File: config.mk
export PLATFORM = sky130hd
export DESIGN_NAME = npu_queue_unit_flat
export DESIGN_NICKNAME = d
export VERILOG_FILES = /design/src/rtl/npu_queue_pkg.sv /design/src/rtl/npu_queue_if.sv /design/src/rtl/npu_fifo.sv /design/src/rtl/npu_queue_unit.sv /design/src/flat_wrapper.sv
export SDC_FILE = /design/constraint.sdc
export NUM_CORES = 1
export LEC_CHECK = 0
export ABC_AREA = 1
export CAP_MARGIN = 25
export CORE_MARGIN = 2
export CORE_UTILIZATION = 60
export DETAILED_ROUTE_END_ITERATION = 16
export PLACE_DENSITY_LB_ADDON = 0.12
export SKIP_CTS_REPAIR_TIMING = 1
export SLEW_MARGIN = 20
export SYNTH_ARGS = -nofsm -noshare
export SYNTH_HDL_FRONTEND = slang
export SYNTH_SLANG_ARGS = --single-unit
File: constraint.sdc
create_clock -name iClk -period 6 [get_ports iClk]
set_clock_uncertainty 0.05 [all_clocks]
set_input_delay 0.6 -clock iClk [delete_from_list [all_inputs] [get_ports iClk]]
set_output_delay 0.6 -clock iClk [all_outputs]
set_load 0.005 [all_outputs]
File: src/rtl/npu_queue_pkg.sv
// Shared defaults for the CPU<->NPU queue unit: bus width and queue depths.
package npu_queue_pkg;
  localparam int DEF_DATA_WIDTH = 32;
  localparam int DEF_CFG_DEPTH  = 8;
  localparam int DEF_IN_DEPTH   = 8;
  localparam int DEF_OUT_DEPTH  = 8;
endpackage

File: src/rtl/npu_queue_if.sv
// CPU/NPU-facing bus of the queue unit. The unit itself attaches as slave.
// Handshake: a CPU op commits on a clock edge where it is asserted with iStall=0 and its queue is
// not full (cfg/enq) or not empty (deq); an NPU pop commits when its rd and valid are both 1 at an
// edge; an NPU push commits when iNpuOutWr=1 and oNpuOutFull=0, otherwise it is dropped.
interface npu_queue_if
  import npu_queue_pkg::*;
#(
  parameter int DATA_WIDTH = DEF_DATA_WIDTH
);
  logic                  iStall;
  logic                  iFlush;
  logic                  iCpuCfgOp;
  logic                  iCpuEnqOp;
  logic                  iCpuDeqOp;
  logic [DATA_WIDTH-1:0] iCpuData;
  logic [DATA_WIDTH-1:0] oCpuDeqData;
  logic                  oNpuConfigFull;
  logic                  oNpuInputFull;
  logic                  oNpuOutputEmpty;
  logic                  oNpuCfgValid;
  logic [DATA_WIDTH-1:0] oNpuCfgData;
  logic                  iNpuCfgRd;
  logic                  oNpuInValid;
  logic [DATA_WIDTH-1:0] oNpuInData;
  logic                  iNpuInRd;
  logic                  iNpuOutWr;
  logic [DATA_WIDTH-1:0] iNpuOutData;
  logic                  oNpuOutFull;
  logic                  oOverflow;

  modport slave (
    input  iStall, iFlush, iCpuCfgOp, iCpuEnqOp, iCpuDeqOp, iCpuData,
    input  iNpuCfgRd, iNpuInRd, iNpuOutWr, iNpuOutData,
    output oCpuDeqData, oNpuConfigFull, oNpuInputFull, oNpuOutputEmpty,
    output oNpuCfgValid, oNpuCfgData, oNpuInValid, oNpuInData, oNpuOutFull, oOverflow
  );

  modport master (
    output iStall, iFlush, iCpuCfgOp, iCpuEnqOp, iCpuDeqOp, iCpuData,
    output iNpuCfgRd, iNpuInRd, iNpuOutWr, iNpuOutData,
    input  oCpuDeqData, oNpuConfigFull, oNpuInputFull, oNpuOutputEmpty,
    input  oNpuCfgValid, oNpuCfgData, oNpuInValid, oNpuInData, oNpuOutFull, oOverflow
  );
endinterface

File: src/rtl/npu_fifo.sv
// Circular-buffer FIFO with show-ahead head, count-derived flags and a synchronous clear.
module npu_fifo #(
  parameter int WIDTH = 32,
  parameter int DEPTH = 8
) (
  input  logic             iClk,
  input  logic             iRst_n,
  input  logic             iClear,
  input  logic             iPush,
  input  logic [WIDTH-1:0] iPushData,
  input  logic             iPop,
  output logic [WIDTH-1:0] oHead,
  output logic             oFull,
  output logic             oEmpty,
  output logic             oPushDrop
);
  localparam int AW = $clog2(DEPTH);
  localparam logic [AW:0] FULL_COUNT = (AW+1)'(DEPTH);

  logic [WIDTH-1:0] mem [DEPTH];
  logic [AW-1:0]    wr_ptr;
  logic [AW-1:0]    rd_ptr;
  logic [AW:0]      count;
  logic             push_ok;
  logic             pop_ok;

  // Flags come from the registered count only, so a same-cycle pop never rescues a push on full.
  assign oFull     = (count == FULL_COUNT);
  assign oEmpty    = (count == '0);
  assign push_ok   = iPush && !oFull;
  assign pop_ok    = iPop && !oEmpty;
  assign oPushDrop = iPush && oFull;
  assign oHead     = oEmpty ? '0 : mem[rd_ptr];

  always_ff @(posedge iClk or negedge iRst_n) begin
    if (!iRst_n) begin
      wr_ptr <= '0;
      rd_ptr <= '0;
      count  <= '0;
    end else if (iClear) begin
      wr_ptr <= '0;
      rd_ptr <= '0;
      count  <= '0;
    end else begin
      if (push_ok) wr_ptr <= wr_ptr + AW'(1);
      if (pop_ok)  rd_ptr <= rd_ptr + AW'(1);
      case ({push_ok, pop_ok})
        2'b10:   count <= count + (AW+1)'(1);
        2'b01:   count <= count - (AW+1)'(1);
        default: count <= count;
      endcase
    end
  end

  // Storage is not reset; the head is masked to zero while empty.
  always_ff @(posedge iClk) begin
    if (push_ok && !iClear) mem[wr_ptr] <= iPushData;
  end
endmodule

File: src/rtl/npu_queue_unit.sv
// Config, input and output queues between the EX stage and the NPU core, plus the hazard status
// flags and a sticky output-overflow indicator.
module npu_queue_unit
  import npu_queue_pkg::*;
#(
  parameter int DATA_WIDTH = DEF_DATA_WIDTH,
  parameter int CFG_DEPTH  = DEF_CFG_DEPTH,
  parameter int IN_DEPTH   = DEF_IN_DEPTH,
  parameter int OUT_DEPTH  = DEF_OUT_DEPTH
) (
  input logic        iClk,
  input logic        iRst_n,
  npu_queue_if.slave bus
);
  logic cfg_push;
  logic in_push;
  logic out_pop;
  logic cfg_empty;
  logic in_empty;
  logic out_drop;
  logic overflow;
  logic cfg_drop_unused;
  logic in_drop_unused;

  // CPU ops only commit in non-stalled cycles so an op held in EX is applied once.
  assign cfg_push = bus.iCpuCfgOp && !bus.iStall;
  assign in_push  = bus.iCpuEnqOp && !bus.iStall;
  assign out_pop  = bus.iCpuDeqOp && !bus.iStall;

  npu_fifo #(.WIDTH(DATA_WIDTH), .DEPTH(CFG_DEPTH)) u_cfg_fifo (
    .iClk      (iClk),
    .iRst_n    (iRst_n),
    .iClear    (bus.iFlush),
    .iPush     (cfg_push),
    .iPushData (bus.iCpuData),
    .iPop      (bus.iNpuCfgRd),
    .oHead     (bus.oNpuCfgData),
    .oFull     (bus.oNpuConfigFull),
    .oEmpty    (cfg_empty),
    .oPushDrop (cfg_drop_unused)
  );

  npu_fifo #(.WIDTH(DATA_WIDTH), .DEPTH(IN_DEPTH)) u_in_fifo (
    .iClk      (iClk),
    .iRst_n    (iRst_n),
    .iClear    (bus.iFlush),
    .iPush     (in_push),
    .iPushData (bus.iCpuData),
    .iPop      (bus.iNpuInRd),
    .oHead     (bus.oNpuInData),
    .oFull     (bus.oNpuInputFull),
    .oEmpty    (in_empty),
    .oPushDrop (in_drop_unused)
  );

  npu_fifo #(.WIDTH(DATA_WIDTH), .DEPTH(OUT_DEPTH)) u_out_fifo (
    .iClk      (iClk),
    .iRst_n    (iRst_n),
    .iClear    (bus.iFlush),
    .iPush     (bus.iNpuOutWr),
    .iPushData (bus.iNpuOutData),
    .iPop      (out_pop),
    .oHead     (bus.oCpuDeqData),
    .oFull     (bus.oNpuOutFull),
    .oEmpty    (bus.oNpuOutputEmpty),
    .oPushDrop (out_drop)
  );

  assign bus.oNpuCfgValid = !cfg_empty;
  assign bus.oNpuInValid  = !in_empty;
  assign bus.oOverflow    = overflow;

  // Overflow is sticky: only reset or flush clears it, and flush wins over a new drop.
  always_ff @(posedge iClk or negedge iRst_n) begin
    if (!iRst_n)         overflow <= 1'b0;
    else if (bus.iFlush) overflow <= 1'b0;
    else if (out_drop)   overflow <= 1'b1;
  end
endmodule

File: src/flat_wrapper.sv
// flat-port wrapper written by rule: the top's interface ports become plain ports
module npu_queue_unit_flat import npu_queue_pkg::*;
#(
  parameter int DATA_WIDTH = DEF_DATA_WIDTH,
  parameter int CFG_DEPTH  = DEF_CFG_DEPTH,
  parameter int IN_DEPTH   = DEF_IN_DEPTH,
  parameter int OUT_DEPTH  = DEF_OUT_DEPTH
)
  (iClk, iRst_n, bus_iStall, bus_iFlush, bus_iCpuCfgOp, bus_iCpuEnqOp, bus_iCpuDeqOp, bus_iCpuData, bus_iNpuCfgRd, bus_iNpuInRd, bus_iNpuOutWr, bus_iNpuOutData, bus_oCpuDeqData, bus_oNpuConfigFull, bus_oNpuInputFull, bus_oNpuOutputEmpty, bus_oNpuCfgValid, bus_oNpuCfgData, bus_oNpuInValid, bus_oNpuInData, bus_oNpuOutFull, bus_oOverflow);
  npu_queue_if #(.DATA_WIDTH(DATA_WIDTH)) bus_i ();
  input logic iClk;
  input logic iRst_n;
  input wire logic [$bits(bus_i.iStall)-1:0] bus_iStall;
  input wire logic [$bits(bus_i.iFlush)-1:0] bus_iFlush;
  input wire logic [$bits(bus_i.iCpuCfgOp)-1:0] bus_iCpuCfgOp;
  input wire logic [$bits(bus_i.iCpuEnqOp)-1:0] bus_iCpuEnqOp;
  input wire logic [$bits(bus_i.iCpuDeqOp)-1:0] bus_iCpuDeqOp;
  input wire logic [$bits(bus_i.iCpuData)-1:0] bus_iCpuData;
  input wire logic [$bits(bus_i.iNpuCfgRd)-1:0] bus_iNpuCfgRd;
  input wire logic [$bits(bus_i.iNpuInRd)-1:0] bus_iNpuInRd;
  input wire logic [$bits(bus_i.iNpuOutWr)-1:0] bus_iNpuOutWr;
  input wire logic [$bits(bus_i.iNpuOutData)-1:0] bus_iNpuOutData;
  output wire logic [$bits(bus_i.oCpuDeqData)-1:0] bus_oCpuDeqData;
  output wire logic [$bits(bus_i.oNpuConfigFull)-1:0] bus_oNpuConfigFull;
  output wire logic [$bits(bus_i.oNpuInputFull)-1:0] bus_oNpuInputFull;
  output wire logic [$bits(bus_i.oNpuOutputEmpty)-1:0] bus_oNpuOutputEmpty;
  output wire logic [$bits(bus_i.oNpuCfgValid)-1:0] bus_oNpuCfgValid;
  output wire logic [$bits(bus_i.oNpuCfgData)-1:0] bus_oNpuCfgData;
  output wire logic [$bits(bus_i.oNpuInValid)-1:0] bus_oNpuInValid;
  output wire logic [$bits(bus_i.oNpuInData)-1:0] bus_oNpuInData;
  output wire logic [$bits(bus_i.oNpuOutFull)-1:0] bus_oNpuOutFull;
  output wire logic [$bits(bus_i.oOverflow)-1:0] bus_oOverflow;
  assign bus_i.iStall = bus_iStall;
  assign bus_i.iFlush = bus_iFlush;
  assign bus_i.iCpuCfgOp = bus_iCpuCfgOp;
  assign bus_i.iCpuEnqOp = bus_iCpuEnqOp;
  assign bus_i.iCpuDeqOp = bus_iCpuDeqOp;
  assign bus_i.iCpuData = bus_iCpuData;
  assign bus_i.iNpuCfgRd = bus_iNpuCfgRd;
  assign bus_i.iNpuInRd = bus_iNpuInRd;
  assign bus_i.iNpuOutWr = bus_iNpuOutWr;
  assign bus_i.iNpuOutData = bus_iNpuOutData;
  assign bus_oCpuDeqData = bus_i.oCpuDeqData;
  assign bus_oNpuConfigFull = bus_i.oNpuConfigFull;
  assign bus_oNpuInputFull = bus_i.oNpuInputFull;
  assign bus_oNpuOutputEmpty = bus_i.oNpuOutputEmpty;
  assign bus_oNpuCfgValid = bus_i.oNpuCfgValid;
  assign bus_oNpuCfgData = bus_i.oNpuCfgData;
  assign bus_oNpuInValid = bus_i.oNpuInValid;
  assign bus_oNpuInData = bus_i.oNpuInData;
  assign bus_oNpuOutFull = bus_i.oNpuOutFull;
  assign bus_oOverflow = bus_i.oOverflow;
  npu_queue_unit #(.DATA_WIDTH(DATA_WIDTH), .CFG_DEPTH(CFG_DEPTH), .IN_DEPTH(IN_DEPTH), .OUT_DEPTH(OUT_DEPTH)) u_core (.iClk(iClk), .iRst_n(iRst_n), .bus(bus_i));
endmodule
Word-level counts from Yosys, hierarchy flattened
Memories as Yosys holds them, arrays and structs flattened. Cells that the tools add are included.

Flip-flop bits (word level): 31. RAM bits: 768. Output and inout bits: 103. Word-level logic and storage cells: 97. Memories: 3.

Add/subtract/negate cells: 12. Equality and inequality tests: 9. Multiplexer cells: 29. Reduce and logical (&&, ||, !) cells: 34.

Memory list: u_core.u_cfg_fifo.mem (depth 8, bits a word 32, read ports 1, clocked after memory_dff 0, write ports 1, line npu_fifo.sv:20) `logic [WIDTH-1:0] mem [DEPTH];`; u_core.u_in_fifo.mem (depth 8, bits a word 32, read ports 1, clocked after memory_dff 0, write ports 1, line npu_fifo.sv:20); u_core.u_out_fifo.mem (depth 8, bits a word 32, read ports 1, clocked after memory_dff 0, write ports 1, line npu_fifo.sv:20).

Operator list (number): 32-bit 2-to-1 mux (3); 3-bit 2-to-1 mux (12); 4-bit one-hot mux with 2 select lines (3); 3-bit by 1-bit adder with 3-bit output, second input constant (6); 2-bit nonzero test (7); 1-bit logical AND (13); 4-bit by 1-bit adder with 4-bit output, second input constant (3); 4-bit == test, second input constant (3); 4-bit zero test (3); 4-bit 2-to-1 mux (3); 4-bit by 1-bit subtractor with 4-bit output, second input constant (3); 3-bit nonzero test (3); 1-bit zero test (8); 1-bit 2-to-1 mux (8); 2-bit by 1-bit == test with 1-bit output, second input constant (3); 2-bit == test, second input constant (3).

Logic depth before layout (Yosys ltp)
Gate-level depths: netlist of run 1.

Word-level depth: 6. Mapped depth: 14.

By module
From an unflattened synthesis of run 1, not the netlist that was laid out.

Cell total of the unflattened synthesis: 2486. Area, all modules: 32129.6 sq um.

Modules (own cells, without submodules): npu_fifo (instances 3, cells each 825, area an instance 10689.0 sq um, sequential area each 7937.6 sq um); npu_queue_unit (instances 1, cells each 11, area an instance 62.6 sq um, sequential area each 25.0 sq um).

Worst setup path after synthesis of run 1
Ideal clock, no wire load.

Kind: input to register. Start: in bus_iCpuCfgOp. End: mem u_core.u_cfg_fifo.mem[0][0], enable pin. Arrival: 2.620 ns. Required time: 5.529 ns. Path slack: 2.909 ns. Stages on the path: 6. Cell sequence: inv_1 nor2_1 nand2_4 nor2_1 nand2_1 nor2_1.

Word-level cells in the longest chain between the ends: 5.

RTL lines: from (decl) (line flat_wrapper.sv:15) `input wire logic [$bits(bus_i.iCpuCfgOp)-1:0] bus_iCpuCfgOp;`; 1-bit logical AND (line npu_queue_unit.sv:26) `assign cfg_push = bus.iCpuCfgOp && !bus.iStall;`; 1-bit logical AND (line npu_fifo.sv:30) `assign push_ok = iPush && !oFull;`; 1-bit logical AND (line npu_fifo.sv:57) `if (push_ok && !iClear) mem[wr_ptr] <= iPushData;`; 1-bit 2-to-1 mux (line npu_fifo.sv:57); 1-bit 2-to-1 mux (not written as such) (line npu_fifo.sv:57); to (decl) (line npu_fifo.sv:20).

No other way between the ends.

Worst setup path after layout of run 1
Start: reg u_core.u_in_fifo.rd_ptr[0]. End: out bus_oNpuInData[6].

Word-level cells in the longest chain between the ends: 2.

RTL lines: from (decl) (line npu_fifo.sv:22) `logic [AW-1:0] rd_ptr;`; from (signal assigned) (line npu_fifo.sv:46) `if (pop_ok) rd_ptr <= rd_ptr + AW'(1);`; memory read 8 x 32 bit; 32-bit 2-to-1 mux (line npu_fifo.sv:33) `assign oHead = oEmpty ? '0 : mem[rd_ptr];`; to (decl) (line flat_wrapper.sv:30) `output wire logic [$bits(bus_i.oNpuInData)-1:0] bus_oNpuInData;`.

No other way between the ends.

==> results.sh, run 1 <==
export IMPL_slew_headroom=0.331
export IMPL_drive_gt1_frac=0.0800
export IMPL_powerDensity_nw_per_um2=378
export IMPL_drc_errors=0
export IMPL_clkTransAtPathRegs_ps=60
export IMPL_start_kind="register"
export IMPL_cp_required_ps=5350
export IMPL_initialDrtViolationCount=1907
export IMPL_routed_wl_um=72500
export IMPL_status="finished clean"
export IMPL_grt_max_degree=113
export IMPL_cts_sink_count=799
export IMPL_worstMarginPinSlew_ps=1000
export IMPL_crit_family="buffers and inverters"
export IMPL_die_h_um=235
export IMPL_whs_ps=367
export IMPL_vias_per_cell=6.06
export IMPL_max_cap_viol_count=0
export IMPL_drtPass1Iterations=5
export IMPL_slew_viol_final=0
export IMPL_p_leak_nw=12.3
export IMPL_syn_area_per_cell_sq_um=12.9
export IMPL_path_cells="inv_4, buf_4, nor2_1, o32ai_1, o21ai_0, nor2_1, clkdlybuf4s50_1"
export IMPL_synth_seq_cells=799
export IMPL_worst_setup_path_end_kind="output port"
export IMPL_hp_class="in2async"
export IMPL_antenna_found_initial=0
export IMPL_crit_top_cell="nor2_1"
export IMPL_clk_path_buf_depth=3
export IMPL_wire_per_inst_um=21.6
export IMPL_cp_arrival_ps=3790
export IMPL_slowest_stage="inv_4"
export IMPL_ir_drop_mv=0.324
export IMPL_num_antenna_cells=0
export IMPL_synthToLayoutAreaGrowth_pct=15.7
export IMPL_fin_total_pwr_w=0.0140
export IMPL_fp_dieW_um=235
export IMPL_slowest_delay_ps=720
export IMPL_fmax_ghz=0.225
export IMPL_critPathKind="reg2out"
export IMPL_ant_nets=0
export IMPL_clk_latency_ps=620
export IMPL_cts_made_buffers=78
export IMPL_fillCellCount=3496
export IMPL_core_region_area_sq_um=52700
export IMPL_grt_overflow=0
export IMPL_period_share=0.740
export IMPL_hpwl_um=40800
export IMPL_yosysWarnings=0
export IMPL_gp_congestion=0.790
export IMPL_hold_violations=0
export IMPL_crit_path_max_fanout=90
export IMPL_htree_levels=3
export IMPL_synth_cell_type_count=27
export IMPL_setup_viol=0
export IMPL_synth_cells=2474
export IMPL_grt_pass1_wl_um=112000
export IMPL_syn_nets=2560
export IMPL_rsz0062_at_grt="no"
export IMPL_ioPinCount=177
export IMPL_die_area_sq_um=55200
export IMPL_fin_ws_ps=1560
export IMPL_clock_root_buffer="clkbuf_16"
export IMPL_path_buf_inv=3
export IMPL_cts_tree="done"
export IMPL_num_rows=84
export IMPL_final_nets=2702
export IMPL_numPortBuffers=176
export IMPL_grt_pass1_vias=19800
export IMPL_post_place_ws_ps=2250
export IMPL_vias=20400
export IMPL_min_period_ps=4440
export IMPL_grtUsageTotal=0.260
export IMPL_fin_setup_tns_ps=0
export IMPL_initial_core_util=0.608
export IMPL_yosysSeqAreaShare=0.745
export IMPL_synth_area_sq_um=32000
==> area by class of cell <==
type                       instances  area (sq um)  area share
sequential                       799         23900       0.645
multi-input combinational       1468          7350       0.199
timing repair buffer             220          2370      0.0640
clock buffer                     108          2150      0.0580
tap                              688           861      0.0233
clock inverter                    32           238     0.00642
inverter                          49           189     0.00510
==> metrics by stage <==
step / util / cell area [sq um] / cells
final: 0.703 / 37000 / 3364
after detailed placement: 0.657 / 34600 / 3223
after global routing: 0.703 / 37000 / 3364
after CTS: 0.702 / 37000 / 3363
after floorplan: - / 32000 / 2474
after global placement: 0.650 / 34200 / 3209
==> power breakdown <==
| part | internal, W | switching, W |
|---|---|---|
| Clock | 0.00263 | 0.00198 |
| Sequential | 0.00622 | 0.000176 |
| Combinational | 0.00129 | 0.00169 |
| Total | 0.0101 | 0.00384 |
==> registers in the layout (all words and copies together), names as in the netlist, 3 cells and up <==
signal / count
u_core.u_cfg_fifo.count: 4
u_core.u_cfg_fifo.mem: 256
u_core.u_cfg_fifo.rd_ptr: 3
u_core.u_cfg_fifo.wr_ptr: 3
u_core.u_in_fifo.count: 4
u_core.u_in_fifo.mem: 256
u_core.u_in_fifo.rd_ptr: 3
u_core.u_in_fifo.wr_ptr: 3
u_core.u_out_fifo.count: 4
u_core.u_out_fifo.mem: 256
u_core.u_out_fifo.rd_ptr: 3
u_core.u_out_fifo.wr_ptr: 3
==> Yosys cell counts <==
| cell type | instances | share of area |
|---|---|---|
| nand2_4 | 3 | 0.0011 |
| inv_1 | 39 | 0.0046 |
| edfxtp_1 | 768 | 0.72 |
| nand3_1 | 15 | 0.0023 |
| nor2_1 | 812 | 0.095 |
| nand3_2 | 2 | 0.00063 |
| nand3b_1 | 3 | 0.00070 |
| inv_2 | 10 | 0.0012 |
| dfrtp_1 | 31 | 0.024 |
| nor2_2 | 4 | 0.00078 |
| buf_4 | 12 | 0.0028 |
| o32ai_1 | 192 | 0.053 |
| nand2_2 | 10 | 0.0020 |
| clkbuf_1 | 82 | 0.0096 |
| nand2_1 | 80 | 0.0094 |
| o21ai_1 | 58 | 0.0091 |
| xor2_1 | 1 | 0.00027 |
| a21oi_2 | 3 | 0.00082 |
| buf_1 | 3 | 0.00035 |
| buf_6 | 16 | 0.0056 |
| nor2_4 | 3 | 0.0011 |
| o21ai_0 | 252 | 0.039 |
| a31oi_2 | 2 | 0.00078 |
| a21oi_4 | 2 | 0.0010 |
| ha_1 | 12 | 0.0047 |
| a21oi_1 | 14 | 0.0022 |
| buf_2 | 45 | 0.0070 |
==> worst reg2reg max path, delay by kind of cell, from the launching register on <==
| kind | cells | cell delay [ps] |
|---|---|---|
| flip-flops | 1 | 440 |
| buffers and inverters | 2 | 500 |
| AND/OR/NAND/NOR | 6 | 1350 |
==> cell families after synthesis <==
group / Yosys count / share of synthesized area
and+or+nand+nor: 932 / 0.113
DFF: 799 / 0.745
AOI/OAI and AO/OA: 523 / 0.106
buffers and inverters: 207 / 0.0312
adders and majority gates: 12 / 0.00469
xor gates and xnor gates: 1 / 0.000274
==> metal layers <==
metal | global-route usage | up-vias | share of wire
met4 | 0.109 | 0 | 0.032
met3 | 0.0330 | 131 | 0.063
met5 | 0 | - | 0
li1 | - | 9325 | -
met2 | 0.440 | 763 | 0.50
met1 | 0.344 | 10200 | 0.40
==> placed cells by master (no fill, tap or decap), types with 25 or more instances in the layout <==
cell,n
nor2_4,27
dfrtp_1,25
edfxtp_1,768
o21ai_1,58
inv_1,38
nor2_1,788
o32ai_1,192
buf_4,27
nand2_1,79
o21ai_0,252
clkbuf_16,80
clkdlybuf4s50_1,176
==> path summary, 6_finish.rpt <==
check	start	endpoint	slack [ps]	depth (start not counted)
max	u_core.u_in_fifo.rd_ptr[0]$_DFFE_PN0P_	bus_oNpuInData[6]	1560	7
min	iRst_n	u_core.bus.oOverflow$_DFFE_PN0P_	370	2
max reg2reg	u_core.u_cfg_fifo.count[3]$_DFFE_PN0P_	u_core.u_cfg_fifo.mem[4][0]$_DFFE_PP_	3330	8
min reg2reg	u_core.bus.oOverflow$_DFFE_PN0P_	u_core.bus.oOverflow$_DFFE_PN0P_	480	2
max in group asynchronous	iRst_n	u_core.u_out_fifo.rd_ptr[0]$_DFFE_PN0P_	5160	2
min in group iClk	u_core.bus.oOverflow$_DFFE_PN0P_	u_core.bus.oOverflow$_DFFE_PN0P_	480	2
Note: power is estimated with default switching activity, not from simulation.
==> inputs of run 2 (changes only) <==
CORE_UTILIZATION = 54   (was 60)
clock period = 3.9 ns   (was 6 ns; I/O delays follow)
==> run 2 against run 1 <==
  * Cell area grew 0.56%
  * Critical endpoint is now bus_oNpuInData[10]
  * Sequential power rose by 53%
  * First-iteration DRC count fell by 11%
  * Die area increased by 11%
  * Register-to-register slack got worse by 1800 ps
  * Critical path depth fell by 1
  * Worst hold slack worse by 230 ps
  * Non-clock buffer count rose by 11
  * Clock-buffer cell count fell by 11
  * Sequential share of layout area is 0.36 points lower
  * Clock power up 59%
  * Core utilization is 7.0 points lower
==> results.sh, run 2 (synthesis results as in run 1) <==
export IMPL_cp_arrival_ps=3190
export IMPL_htree_levels=3
export IMPL_path_buf_inv=2
export IMPL_critPathKind="reg2out"
export IMPL_crit_family="flip-flops"
export IMPL_cts_sink_count=799
export IMPL_fmax_ghz=0.275
export IMPL_worstMarginPinSlew_ps=1030
export IMPL_p_leak_nw=12.4
export IMPL_max_cap_viol_count=0
export IMPL_synthToLayoutAreaGrowth_pct=16.3
export IMPL_wire_per_inst_um=21.2
export IMPL_num_rows=89
export IMPL_final_nets=2716
export IMPL_hp_class="in2async"
export IMPL_drc_errors=0
export IMPL_final_cells=3464
export IMPL_rsz0062_at_grt="no"
export IMPL_initial_core_util=0.544
export IMPL_grt_pass1_wl_um=111000
export IMPL_cp_required_ps=3460
export IMPL_worst_setup_path_end_kind="output port"
export IMPL_die_area_sq_um=61200
export IMPL_vias_per_cell=5.82
export IMPL_routed_wl_um=73500
export IMPL_start_kind="register"
export IMPL_startpoint="u_core.u_in_fifo.rd_ptr[1]$_DFFE_PN0P_"
export IMPL_cp_depth=6
export IMPL_whs_ps=138
export IMPL_ioPinCount=177
export IMPL_final_cell_mix="nor2_1, edfxtp_1, o21ai_0, o32ai_1, clkdlybuf4s50_1"
export IMPL_clkTransAtPathRegs_ps=60
export IMPL_hpwl_um=40400
export IMPL_vias=20100
export IMPL_grt_max_degree=132
export IMPL_drive_gt1_frac=0.0866
export IMPL_grt_overflow=0
export IMPL_slew_viol_final=0
export IMPL_core_region_area_sq_um=58800
export IMPL_cts_tree="done"
export IMPL_fillCellCount=4380
export IMPL_crit_path_max_fanout=101
export IMPL_clk_path_buf_depth=3
export IMPL_path_cells="buf_4, o21ai_0, o32ai_1, o21ai_0, nor2_1, clkdlybuf4s50_1"
export IMPL_die_h_um=247
export IMPL_drtPass1Iterations=5
export IMPL_cp_endpoint="bus_oNpuInData[10]"
export IMPL_hold_violations=0
export IMPL_multi_input_area_sq_um=7350
export IMPL_reg_largest_list="u_core.u_cfg_fifo.mem (256), u_core.u_in_fifo.mem (256), u_core.u_out_fifo.mem (256)"
export IMPL_status="finished clean"
export IMPL_min_period_ps=3630
export IMPL_ant_nets=0
export IMPL_grtUsageTotal=0.239
export IMPL_gp_congestion=0.786
export IMPL_crit_top_cell="o21ai_0"
export IMPL_powerDensity_nw_per_um2=587
export IMPL_clock_root_buffer="clkbuf_16"
export IMPL_r2r_slack_ps=1500
export IMPL_fp_dieW_um=247
export IMPL_r2r_start="u_core.u_in_fifo.count[3]$_DFFE_PN0P_"
export IMPL_cts_made_buffers=81
export IMPL_initialDrtViolationCount=1705
export IMPL_slew_headroom=0.311
export IMPL_fin_setup_tns_ps=0
export IMPL_slowest_stage="dfrtp_4"
export IMPL_numPortBuffers=176
export IMPL_setup_viol=0
export IMPL_ir_drop_mv=0.476
export IMPL_reg2reg_depth=8
export IMPL_antenna_found_initial=1
export IMPL_final_common_cell="nor2_1"
export IMPL_seq_area_sq_um=23900
export IMPL_r2r_end="u_core.u_in_fifo.mem[4][9]$_DFFE_PP_"
export IMPL_period_share=0.932
export IMPL_grt_pass1_vias=19600
export IMPL_slowest_delay_ps=1080
export IMPL_post_place_cells=3319
export IMPL_clk_latency_ps=600
==> run 2: where the power goes <==
part / switching (W) / internal (W)
combinational: 0.00267 / 0.00203
sequential: 0.000228 / 0.00958
clock: 0.00311 / 0.00422
total: 0.00601 / 0.0158
==> run 2: final cells by class <==
type | instances | area share
Antenna cell | 1 | 0.0000672
Clock buffer | 97 | 0.0563
Clock inverter | 46 | 0.0104
Inverter | 49 | 0.00508
Multi-Input combinational cell | 1468 | 0.197
Sequential cell | 799 | 0.641
Tap cell | 773 | 0.0260
Timing Repair Buffer | 231 | 0.0637
==> run 2: worst min path at each step <==
stage | start | endpoint | slack (ps)
6_report | iRst_n | u_core.bus.oOverflow$_DFFE_PN0P_ | 140
5_1_grt | iRst_n | u_core.bus.oOverflow$_DFFE_PN0P_ | 160
4_1_cts | iRst_n | u_core.bus.oOverflow$_DFFE_PN0P_ | 130
3_5_place_dp | u_core.bus.oOverflow$_DFFE_PN0P_ | u_core.bus.oOverflow$_DFFE_PN0P_ | 470
3_3_place_gp | u_core.bus.oOverflow$_DFFE_PN0P_ | u_core.bus.oOverflow$_DFFE_PN0P_ | 460
2_1_floorplan | iRst_n | u_core.bus.oOverflow$_DFFE_PN0P_ | 40
==> run 2: stage by stage <==
step / power [W] / cell area [sq um] / setup slack, ps / util
global route: 0.0228 / 37200 / 58.0 / 0.633
finish: 0.0218 / 37200 / 266 / 0.633
CTS: 0.0220 / 37200 / 187 / 0.633
detailed placement: 0.0147 / 34700 / 668 / 0.590
global placement: 0.0146 / 34700 / 700 / 0.590
floorplan: 0.0125 / 32000 / 1020 / -
==> run 2: metal layers <==
metal / vias up / GRT usage / routed length [um]
li1: 9357 / - / -
met5: - / 0 / 13
met4: 2 / 0.0807 / 2060
met2: 626 / 0.413 / 37100
met3: 147 / 0.0395 / 4270
met1: 10000 / 0.309 / 30100
